File: src/rtl/traffic_seq.sv
// Traffic-light phase sequencer: NS/EW green-yellow-all-red cycle with
// pedestrian shortening, hold, yellow flash and enable override.
module traffic_seq #(
    parameter int unsigned YEL_CYC   = 8,
    parameter int unsigned AR_CYC    = 2,
    parameter int unsigned PED_MIN   = 4,
    parameter int unsigned FLASH_CYC = 16
) (
    input  logic        pclk,
    input  logic        preset,
    input  logic [3:0]  ctl,
    input  logic [31:0] timer_0,
    input  logic [31:0] timer_1,
    input  logic        ped_req,
    output logic [2:0]  ns_light,
    output logic [2:0]  ew_light,
    output logic [1:0]  stat,
    output logic        ped_pend
);

    typedef enum logic [2:0] {IDLE, NS_G, NS_Y, AR1, EW_G, EW_Y, AR2, FLASH} state_t;

    localparam logic [31:0] YEL_LD   = 32'(YEL_CYC - 1);
    localparam logic [31:0] AR_LD    = 32'(AR_CYC - 1);
    localparam logic [31:0] PED_LD   = 32'(PED_MIN - 1);
    localparam logic [31:0] FLASH_LD = 32'(FLASH_CYC - 1);

    state_t      state_q, state_d;
    logic [31:0] cnt_q, cnt_d;
    logic        ped_q, ped_d;
    logic        tog_q, tog_d;
    logic [2:0]  ns_q, ns_d, ew_q, ew_d;
    logic [1:0]  stat_q, stat_d;

    logic        en, flashReq, pedEn, hold, pedHit;
    logic [31:0] nsLoad, ewLoad;

    assign en       = ctl[0];
    assign flashReq = ctl[1];
    assign pedEn    = ctl[2];
    assign hold     = ctl[3];
    assign pedHit   = ped_req & pedEn;
    // A zero timer still yields a one-cycle green.
    assign nsLoad   = (timer_0 == 32'd0) ? 32'd0 : timer_0 - 32'd1;
    assign ewLoad   = (timer_1 == 32'd0) ? 32'd0 : timer_1 - 32'd1;

    always_comb begin
        state_d = state_q;
        cnt_d   = cnt_q;
        tog_d   = tog_q;
        ped_d   = ped_q | pedHit;
        ns_d    = 3'b100;
        ew_d    = 3'b100;
        stat_d  = 2'd0;

        if (!en) begin
            state_d = IDLE;
            cnt_d   = 32'd0;
            tog_d   = 1'b0;
            ped_d   = 1'b0;
        end else if (flashReq && state_q != FLASH) begin
            state_d = FLASH;
            cnt_d   = FLASH_LD;
            tog_d   = 1'b1;
            ped_d   = 1'b0;
        end else if (state_q == FLASH) begin
            if (!flashReq) begin
                state_d = AR2;
                cnt_d   = AR_LD;
                ped_d   = pedHit;
            end else if (!hold) begin
                if (cnt_q == 32'd0) begin
                    tog_d = ~tog_q;
                    cnt_d = FLASH_LD;
                end else begin
                    cnt_d = cnt_q - 32'd1;
                end
            end
        end else if (!hold) begin
            if (state_q == IDLE) begin
                state_d = NS_G;
                cnt_d   = nsLoad;
            end else if (cnt_q == 32'd0) begin
                // Entering an all-red phase services any pending request.
                case (state_q)
                    NS_G:    begin state_d = NS_Y; cnt_d = YEL_LD; end
                    NS_Y:    begin state_d = AR1;  cnt_d = AR_LD;  ped_d = pedHit; end
                    AR1:     begin state_d = EW_G; cnt_d = ewLoad; end
                    EW_G:    begin state_d = EW_Y; cnt_d = YEL_LD; end
                    EW_Y:    begin state_d = AR2;  cnt_d = AR_LD;  ped_d = pedHit; end
                    AR2:     begin state_d = NS_G; cnt_d = nsLoad; end
                    default: begin state_d = IDLE; cnt_d = 32'd0; end
                endcase
            end else if ((state_q == NS_G || state_q == EW_G) && ped_q && cnt_q > PED_LD) begin
                cnt_d = PED_LD;
            end else begin
                cnt_d = cnt_q - 32'd1;
            end
        end

        case (state_d)
            NS_G:    begin ns_d = 3'b001; stat_d = 2'd1; end
            NS_Y:    begin ns_d = 3'b010; stat_d = 2'd1; end
            AR1:     stat_d = 2'd1;
            EW_G:    begin ew_d = 3'b001; stat_d = 2'd2; end
            EW_Y:    begin ew_d = 3'b010; stat_d = 2'd2; end
            AR2:     stat_d = 2'd2;
            FLASH:   begin
                ns_d   = tog_d ? 3'b010 : 3'b000;
                ew_d   = tog_d ? 3'b010 : 3'b000;
                stat_d = 2'd3;
            end
            default: stat_d = 2'd0;
        endcase
    end

    always_ff @(posedge pclk or posedge preset) begin
        if (preset) begin
            state_q <= IDLE;
            cnt_q   <= 32'd0;
            ped_q   <= 1'b0;
            tog_q   <= 1'b0;
            ns_q    <= 3'b100;
            ew_q    <= 3'b100;
            stat_q  <= 2'd0;
        end else begin
            state_q <= state_d;
            cnt_q   <= cnt_d;
            ped_q   <= ped_d;
            tog_q   <= tog_d;
            ns_q    <= ns_d;
            ew_q    <= ew_d;
            stat_q  <= stat_d;
        end
    end

    assign ns_light = ns_q;
    assign ew_light = ew_q;
    assign stat     = stat_q;
    assign ped_pend = ped_q;

endmodule

File: config.mk
export PLATFORM = sky130hd
export DESIGN_NAME = traffic_seq
export DESIGN_NICKNAME = d
export VERILOG_FILES = /design/src/rtl/traffic_seq.sv
export SDC_FILE = /design/constraint.sdc
export NUM_CORES = 1
export LEC_CHECK = 0
export ABC_AREA = 1
export BUFFER_PORTS_ARGS = -buffer_cell sky130_fd_sc_hd__buf_2
export CAP_MARGIN = 5
export CELL_PAD_IN_SITES_DETAIL_PLACEMENT = 1
export CELL_PAD_IN_SITES_GLOBAL_PLACEMENT = 2
export CORE_MARGIN = 4
export CORE_UTILIZATION = 33
export DETAILED_ROUTE_END_ITERATION = 10
export HOLD_SLACK_MARGIN = 0.12
export PLACE_DENSITY_LB_ADDON = 0.3
export REMOVE_ABC_BUFFERS = 1
export SYNTH_ARGS = -nofsm -noshare
export SYNTH_HDL_FRONTEND = slang
export SYNTH_SLANG_ARGS = --single-unit
File: constraint.sdc
create_clock -name pclk -period 3.49 [get_ports pclk]
set_clock_uncertainty 0.2 [all_clocks]
set_input_delay 0.5235 -clock pclk [delete_from_list [all_inputs] [get_ports pclk]]
set_output_delay 0.5235 -clock pclk [all_outputs]
set_load 0.02 [all_outputs]
==> metrics.txt, run 1 <==
outcome finished clean; cell area after synthesis 0.00539 sq mm; ys async rst share 100%; hold_buf cts 0; relative slew slack 33.5%; Syn-to-layout area delta 14.9%; crit start category flop; Yosys reg bits 45; Clock Latency Late Sink 0.29 ns; Vias just under 6,000; drt drc 0; Max FO, Critical Path 16; critical path class flop to flop; Clk pwr share between 20% and 30%; compound-cell area share of the yosys netlist 6.34%; die area about 0.018 sq mm; clock root buffer clkbuf_16; switching pwr approximately 930 uW; first drt pass iteration count 5; Synth Flop Type dfrtp_1; # rows 46; worst min-delay path class primary input to async pin; Post-Route WL around 20 mm; first-pass GRT wire length roughly 32 mm; commonest non-fill, non-tap cell in the layout nand2_1; Num CTS Buffers 5; Yosys Warn Count 0; largest family of logic cells by synthesized area simple AND/OR/NAND/NOR gates; endpoint type of the worst setup path flop; Peak VDD IR 0.213 mV; Initial DRC Count 348; Final setup viols 0; Resize count post-CTS 0; Post-Route Utilization 38.9%; share of cells above drive strength 1 18.9%; die height 136 microns; grt met2 use roughly a third; CTS Sinks 45; drt via density 4.90; gr busiest metal met2; post-synthesis mux area share 0%; met1 Use GR 33.8%; met3 Resource Use GR under 10%; Final HPWL DP 17.2 mm; Clock Path Buffers 2; cell taking the most area after synthesis dfrtp_1; Post-synth EDFFs 0; Power Internal 1.23 mW; routed len/inst 16.9 microns; core area about 0.016 sq mm; nets 1,057; Worst Tran Pin Value 0.997 ns; sequential area share after synthesis 20.9%; clock-pin slew on the worst setup and hold paths 0.07 ns; H-tree depth 2; # fillers roughly 2,200; Yosys cell types 42; RSZ-0062 raised after global routing no; post-synthesis xor/xnor area fraction 8.12%; die width 136 microns; most frequent cells in the layout nand2_1 (264), nor2_1 (136), inv_1 (105); routability cong. 0.903; Detail Route Antenna Nets 0; all-layer global routing usage roughly 22%; largest net degree at the start of global routing between 40 and 50; Synth Area in Adders 0.696%; combinational share of power 45.9%; total grt overflow 0; final period utilization 78.9%; synthesized instance count 901; Synth top area share about a fifth; Synth Area in Simple Gates between 50 and 60%; initial antenna violation count 0; storage element area 0.00113 sq mm; leakage between 3 and 4 nW; Multi-input gate area 0.00371 sq mm; final hold viol count 0; Starting Density between 30% and 40%; mean area per synthesized cell 5.98 sq um; maxcap violations 0; Post-CTS Setup Inserts 0; fin crit period 2.75 ns; Switching Fraction approximately 43%; number of port buffers around 80; largest cells by area after synthesis dfrtp_1 (20%), nand2_1 (18%), nor2_1 (9.5%); power per cell area 348 mW/mm^2; vias in the first global route 5,897; max-slew violation count 0; TritonCTS clock tree done; CP required roughly 3.5 ns; ANT cells 0; Fmax 363 MHz; setup TNS 0 ns; Arrival @ worst endpoint 2.77 ns; num ports 80; sequential power share 28.1%
## routing by layer
layer | part of all wire (%) | vias to the layer above
li1 | - | 3014
met1 | 51 | 2717
met2 | 43 | 134
met3 | 4.4 | 16
met4 | 1.7 | 0
met5 | 0 | -
## critical path, stage by stage (launching register included)
cell and delay [ns]:
dfrtp_1 0.47, nor2_1 0.08, nand2_2 0.12, inv_1 0.05, nand2_1 0.13, nor2_1 0.09
nand3_1 0.24, nand2_2 0.13, o21ai_4 0.48, buf_4 0.26, nand3_2 0.10, nand3_1 0.12
nand2_1 0.08, o21ai_1 0.12
## state kept, by name (all words and copies together), names as in the netlist
register / count
tog_q: 1
cnt_q: 32
ns_light: 3
ew_light: 3
state_q: 3
ped_pend: 1
stat: 2
## cells in the mapped netlist (13+ instances only)
master / instances
inv_1: 106
nor2_2: 16
dfrtp_1: 43
nor2_1: 136
xor2_1: 34
o21ai_1: 18
nand3_2: 15
nand4_1: 28
o21ai_0: 14
nor3_1: 14
xnor2_1: 16
nand2_1: 264
or2_2: 13
nand3_1: 93
## power by group through the flow
stage / Combinational [mW] / Clock (mW) / Sequential, mW
floorplan: 0.637 / 0 / 0.618
global placement: 0.976 / 0 / 0.614
detailed placement: 0.982 / 0 / 0.614
CTS: 0.988 / 0.568 / 0.606
global route: 1.10 / 0.589 / 0.612
finish: 0.989 / 0.560 / 0.606
## layout make-up
type,count,share of cell area [%]
Multi-Input combinational cell,724,59.9
Sequential cell,45,18.2
Timing Repair Buffer,89,7.59
Inverter,118,7.19
Tap cell,216,4.36
Clock buffer,5,2.02
Clock inverter,3,0.747
## cell families (layout without fill, tap and decap cells)
logic type / after synthesis / count (layout)
xor+xnor: 50 / 50
fa+ha+maj: 3 / 3
flops: 45 / 45
simple gates: 616 / 616
buf+inv: 132 / 215
compound gates: 55 / 55
## per-stage QoR
step / setup slack [ns] / cell area (sq um) / hold WS (ns) / power (mW) / instances
after detailed placement: 0.487 / 6020 / 0.311 / 1.60 / 1192
final: 0.737 / 6190 / 0.251 / 2.16 / 1200
after global placement: 0.560 / 6020 / 0.300 / 1.59 / 1192
after global routing: 0.497 / 6190 / 0.290 / 2.30 / 1200
after floorplan: 1.03 / 5280 / 0.272 / 1.25 / 887
after CTS: 0.756 / 6190 / 0.264 / 2.16 / 1200
## path summary, 6_finish.rpt
path	from	end	slack, ns	depth (start not counted)
setup / recovery	cnt_q[19]	cnt_q[4]	0.74	13
hold / removal	preset	ns_light[0]	0.25	2
setup reg to reg	cnt_q[19]	cnt_q[4]	0.74	13
hold reg to reg	cnt_q[1]	cnt_q[1]	0.33	2
max in group asynchronous	preset	cnt_q[31]	2.20	2
min in group pclk	ctl[2]	ped_pend	0.26	3
No activity file was read; power rests on OpenSTA's default activity.
==> run 2, diff against run 1 <==
ABC_AREA = 0   (was 1)
CORE_UTILIZATION = 32   (was 33)
clock period = 2.9 ns   (was 3.49 ns; I/O delays follow)
==> run 2 against run 1 <==
  * Core utilization rose by 7.0 points
  * Highest routed layer unchanged
  * Largest power group unchanged
  * Synthesized area fell by 19%
  * Sequential share of layout area rose by 0.29 points
  * Die area fell by 16%
  * Global-route usage rose by 0.56 points
  * Clock power rose by 22%
  * Register-to-register slack got worse by 0.71 ns
  * Maximum frequency fell by 4.0%
  * Combinational power rose by 11%
  * Wire length fell by 8.3%
  * Critical endpoint is now ew_light[0]
  * Total power rose by 16%
==> metrics.txt, run 2 <==
outcome finished clean; ys async rst share 100% (unchanged); number of port buffers 79 (unchanged); die area 0.0156 sq mm (-16%); initial antenna violation count 0 (unchanged); # fillers 1,667 (-24%); Worst Tran Pin Value 0.515 ns (-0.482 ns); dpl cells 896 (-25%); CTS Sinks 45 (unchanged); core area 0.0133 sq mm (-17%); Peak VDD IR 0.228 mV (+7.0%); max reg flops 32 (unchanged); TritonCTS clock tree done; cell area after synthesis 0.00436 sq mm (-19%); Yosys cell types 63 (+50%); power per cell area 409 mW/mm^2 (+18%); crit start category flop; Fmax 349 MHz (-4.0%); Switching Fraction 37.5% (-5.5 points); Synth Flop Type dfrtp_1; final period utilization 98.9% (+20 points); Post-synth EDFFs 0 (unchanged); switching pwr 936 uW (+0.85%); clock-pin slew on the worst setup and hold paths 0.07 ns (about the same); worst min-delay path class primary input to flop; most frequent cells in the layout buf_4 (102), buf_2 (79), nor2_1 (52); Final setup viols 0 (unchanged); mean area per synthesized cell 7.56 sq um (+26%); num ports 80 (unchanged); dpl ws -0.388 ns (-0.875 ns); nets 815 (-23%); Arrival @ worst endpoint 2.91 ns (+0.14 ns); sequential area share after synthesis 25.9% (+4.9 points); Clock Path Buffers 2 (unchanged); Synth top area share 24.7% (+4.7 points); synthesized instance count 577 (-36%); Num CTS Buffers 5 (unchanged); Clock Latency Late Sink 0.30 ns (about the same); total grt overflow 0 (unchanged); Yosys reg bits 45 (unchanged); Clk pwr share 27.4% (+1.4 points); Detail Route Antenna Nets 0 (unchanged); synth cell count leaders nor2_1 (54), nand2_1 (45), dfrtp_1 (43), xnor2_1 (42), o21ai_0 (40); Vias 5,321 (-9.5%); first drt pass iteration count 5 (unchanged); fin crit period 2.87 ns (+0.115 ns); hold_ws 0.180 ns (-0.0719 ns); endpoint type of the worst setup path flop; total power 2.49 mW (+16%); Initial DRC Count 335 (-3.7%); clock root buffer clkbuf_16; flop-to-flop setup slack 0.03 ns (-0.71 ns); largest net degree at the start of global routing 34 (-26%); drt drc 0 (unchanged); die height 125 microns (-8.1%); critical path class flop to flop; final hold viol count 0 (unchanged); ANT cells 0 (unchanged); max-slew violation count 0 (unchanged); routed len/inst 20.2 microns (+20%); die width 125 microns (-8.1%); largest cells by area after synthesis dfrtp_1 (25%), xnor2_1 (8.4%), xor2_1 (6.2%); vias in the first global route 5,395 (-8.5%); worst setup margin 0.0314 ns (-0.705 ns); Max FO, Critical Path 8 (-8); Starting Density 32.8% (-0.99 points); Top reg by flops cnt_q; Yosys Warn Count 0 (unchanged); combinational share of power 44.1% (-1.8 points); setup TNS 0 ns (unchanged); share of cells above drive strength 1 31.8% (+13 points); # rows 42 (-8.7%); Power Internal 1.56 mW (+27%); drt via density 5.80 (+18%); all-layer global routing usage 23.0% (+0.56 points); Post-Layout Cell Count 918 (-24%); RSZ-0062 raised after global routing yes; relative slew slack 65.6% (+32 points); Syn-to-layout area delta 39.8%; first-pass GRT wire length 29.0 mm (-10%); top-count cell post-synth nor2_1; Final HPWL DP 14.7 mm (-15%); CP required 2.94 ns (-0.57 ns); routability cong. 0.888 (-1.6%); commonest non-fill, non-tap cell in the layout buf_4; cell taking the most area after synthesis dfrtp_1; maxcap violations 0 (unchanged); sequential power share 28.5% (+0.4 points); Post-Route WL 18.6 mm (-8.3%); leakage 2.55 nW (-18%); H-tree depth 2 (unchanged)
[run 2: final cells by class]
| class | instances | area [sq um] | area share, % |
|---|---|---|---|
| clock inverters | 3 | 46.3 | 0.759 |
| flip-flops and latches | 45 | 1130 | 18.5 |
| multi-input cells | 483 | 3210 | 52.6 |
| clock buffers | 5 | 125 | 2.05 |
| repair buffers | 190 | 1310 | 21.5 |
| inverters | 16 | 60.1 | 0.985 |
| well taps | 176 | 220 | 3.61 |
[run 2: power by group through the flow]
stage	clock, mW	combinational [mW]	sequential, mW
after floorplan	0	0.497	0.746
after global routing	0.715	1.19	0.717
after global placement	0	0.981	0.720
final	0.683	1.10	0.711
after CTS	0.688	1.03	0.710
after detailed placement	0	1.00	0.722
[run 2: path summary, 6_finish.rpt]
check,startpoint,to,cells past startpoint
min in group asynchronous,preset,cnt_q[12],3
setup / recovery,cnt_q[27],ew_light[0],8
hold / removal,ctl[2],ped_pend,3
max in group asynchronous,preset,ns_light[2],4
setup reg to reg,cnt_q[27],ew_light[0],8
hold reg to reg,cnt_q[31],cnt_q[31],1
[run 2: cell families (layout without fill, tap and decap cells)]
family	after synthesis	count (layout)	share of synthesized area, %
AOI/OAI and AO/OA	151	151	22.8
muxes	1	1	0.258
and+or+nand+nor	254	254	30.8
DFF	45	45	25.9
buffers and inverters	49	214	4.47
adders and majority gates	4	4	1.09
xor gates and xnor gates	73	73	14.7
[run 2: metal layers]
layer | global-route usage (%) | share of wire [%] | vias to the layer above
met5 | 0 | 0 | -
met4 | 5.54 | 1.4 | 0
met3 | 2.23 | 4.5 | 16
met2 | 38.9 | 49 | 157
met1 | 31.5 | 46 | 2646
li1 | - | - | 2502
[run 2: per-stage QoR]
step | area [sq um] | utilization [%]
after global routing | 6100 | 45.9
after detailed placement | 5620 | 42.3
after floorplan | 4230 | -
after CTS | 5860 | 44.1
final | 6100 | 45.9
after global placement | 5620 | 42.3
[run 2: timing repair]
item,4_1_cts,5_1_grt
buffers inserted,3,8
cloned,0,2
hold endpoints to repair,12,0
gates resized for setup,12,33
hold buffers,1,0
pin swaps,0,10
endpoints found under the setup margin,23,37
[run 2: critical path, cell delays in order, from the launching register on]
cell     delay [ns]
dfrtp_1        0.38
or3_4          0.40
or3_4          0.42
or3_4          0.38
buf_6          0.14
or3_1          0.29
and4_1         0.21
o21a_1         0.19
and3b_1        0.20
==> run 3, diff against run 2 <==
BUFFER_PORTS_ARGS = -buffer_cell sky130_fd_sc_hd__buf_4   (was -buffer_cell sky130_fd_sc_hd__buf_2)
==> run 3 against run 2 <==
  * Count of clock-buffer cells in the layout is the same
  * Non-clock buffer count shrank 9
  * Via count shrank 0.73%
  * Setup slack lost 0.0089 ns
  * Sequential cell count is the same
  * Hold slack gained 0.0065 ns
  * Die area is the same
  * Cell count shrank 0.87%
  * Clock power shrank 14%
  * Wire length shrank 1.1%
==> metrics.txt, run 3 (same netlist as run 2, synthesis figures left out) <==
outcome finished clean; fin crit period 2.88 ns (+0.00885 ns); initial antenna violation count 0 (unchanged); # rows 42 (unchanged); crit start category flop; CTS Sinks 45 (unchanged); Num CTS Buffers 5 (unchanged); Initial DRC Count 383 (+14%); largest net degree at the start of global routing 46 (+35%); Top reg by flops cnt_q; routability cong. 0.888 (about the same); TritonCTS clock tree done; drt via density 5.80 (+0.14%); commonest non-fill, non-tap cell in the layout buf_4; setup TNS 0 ns (unchanged); die area 0.0156 sq mm (unchanged); final hold viol count 0 (unchanged); Peak VDD IR 0.213 mV (-6.7%); RSZ-0062 raised after global routing yes; H-tree depth 2 (unchanged); power per cell area 394 mW/mm^2 (-3.6%); worst setup margin 0.0225 ns (-0.00885 ns); clock root buffer clkbuf_16; most frequent cells in the layout buf_4 (175), nor2_1 (52), nand2_1 (45); Arrival @ worst endpoint 2.91 ns (about the same); Detail Route Antenna Nets 0 (unchanged); number of port buffers 79 (unchanged); ANT cells 0 (unchanged); Post-Route WL 18.4 mm (-1.1%); # fillers 1,639 (-1.7%); num ports 80 (unchanged); Clock Latency Late Sink 0.30 ns (about the same); final period utilization 99.2% (+0.31 points); Vias 5,282 (-0.73%); total power 2.43 mW (-2.7%); all-layer global routing usage 22.6% (-0.37 points); drt drc 0 (unchanged); Worst Tran Pin Value 0.993 ns (+0.477 ns); share of cells above drive strength 1 31.1% (-0.74 points); endpoint type of the worst setup path flop; maxcap violations 0 (unchanged); Max FO, Critical Path 7 (-1); routed len/inst 20.2 microns (-0.20%); Final HPWL DP 14.5 mm (-0.97%); flop-to-flop setup slack 0.02 ns (about the same); Starting Density 32.8% (unchanged); dpl ws -0.454 ns (-0.0658 ns); Syn-to-layout area delta 41.0%; relative slew slack 33.7% (-32 points); worst min-delay path class primary input to async pin; max-slew violation count 0 (unchanged); Clock Path Buffers 2 (unchanged); Fmax 348 MHz (-0.31%); leakage 2.55 nW (-0.14%); clock-pin slew on the worst setup and hold paths 0.07 ns (about the same); nets 807 (-0.98%); max reg flops 32 (unchanged); vias in the first global route 5,364 (-0.57%); first-pass GRT wire length 28.7 mm (-1.3%); first drt pass iteration count 5 (unchanged); die width 125 microns (unchanged); Final setup viols 0 (unchanged); hold_ws 0.186 ns (+0.00652 ns); die height 125 microns (unchanged); total grt overflow 0 (unchanged); core area 0.0133 sq mm (unchanged); critical path class flop to flop; CP required 2.94 ns (about the same)
run 3: cell types whose count changed in the layout (fill, tap and decap cells not counted), moves of 2 or more:
| cell | previous run | this run |
|---|---|---|
| buf_2 | 79 | 0 |
| buf_4 | 102 | 175 |
| nor2_2 | 0 | 2 |
| o311ai_0 | 2 | 4 |
run 3: timing repair:
action / CTS / global route
hold buffers: 0 / 0
endpoints found under the hold margin: 0 / 0
cloned: 0 / 1
pin swaps: 0 / 7
resized for setup: 11 / 27
buffers inserted: 3 / 7
setup endpoints to repair: 24 / 39
run 3: final timing paths:
kind	from	to	cells past startpoint
setup / recovery	cnt_q[27]	ew_light[0]	8
hold / removal	preset	cnt_q[13]	2
setup reg to reg	cnt_q[27]	ew_light[0]	8
hold reg to reg	cnt_q[27]	cnt_q[27]	2
max in group asynchronous	preset	cnt_q[31]	2
min in group pclk	ctl[2]	ped_pend	3
run 3: per-layer routing:
metal	track usage [%]	part of all wire (%)
met1	30.4	45
met2	38.2	48
met3	2.96	5.2
met4	5.80	1.4
met5	0	0
run 3: area by class of cell:
class                           instances  area (sq um)  area share, %
Clock buffer                            5           125           2.03
Clock inverter                          3          22.5          0.366
Inverter                               16          60.1          0.976
Multi-Input combinational cell        484          3190           51.8
Sequential cell                        45          1130           18.3
Tap cell                              176           220           3.58
Timing Repair Buffer                  181          1410           22.9
run 3: where the power goes:
part	total (mW)	internal [mW]	switching (mW)
clock network	0.585	0.321	0.264
logic	1.13	0.507	0.621
registers	0.713	0.675	0.0381
run 3: worst max-delay path: stages, from the launching register on:
cell,delay [ns]
dfrtp_1,0.38
or3_4,0.40
or3_4,0.43
or3_4,0.40
buf_6,0.14
or3_1,0.30
and4_1,0.20
o21a_1,0.18
and3b_1,0.20
run 3: through the flow:
| step | cell area [sq um] | util (%) | instances |
|---|---|---|---|
| finish | 6150 | 46.3 | 910 |
| CTS | 5970 | 44.9 | 902 |
| global placement | 5760 | 43.3 | 891 |
| detailed placement | 5760 | 43.3 | 891 |
| floorplan | 4230 | - | 544 |
| global route | 6150 | 46.3 | 910 |
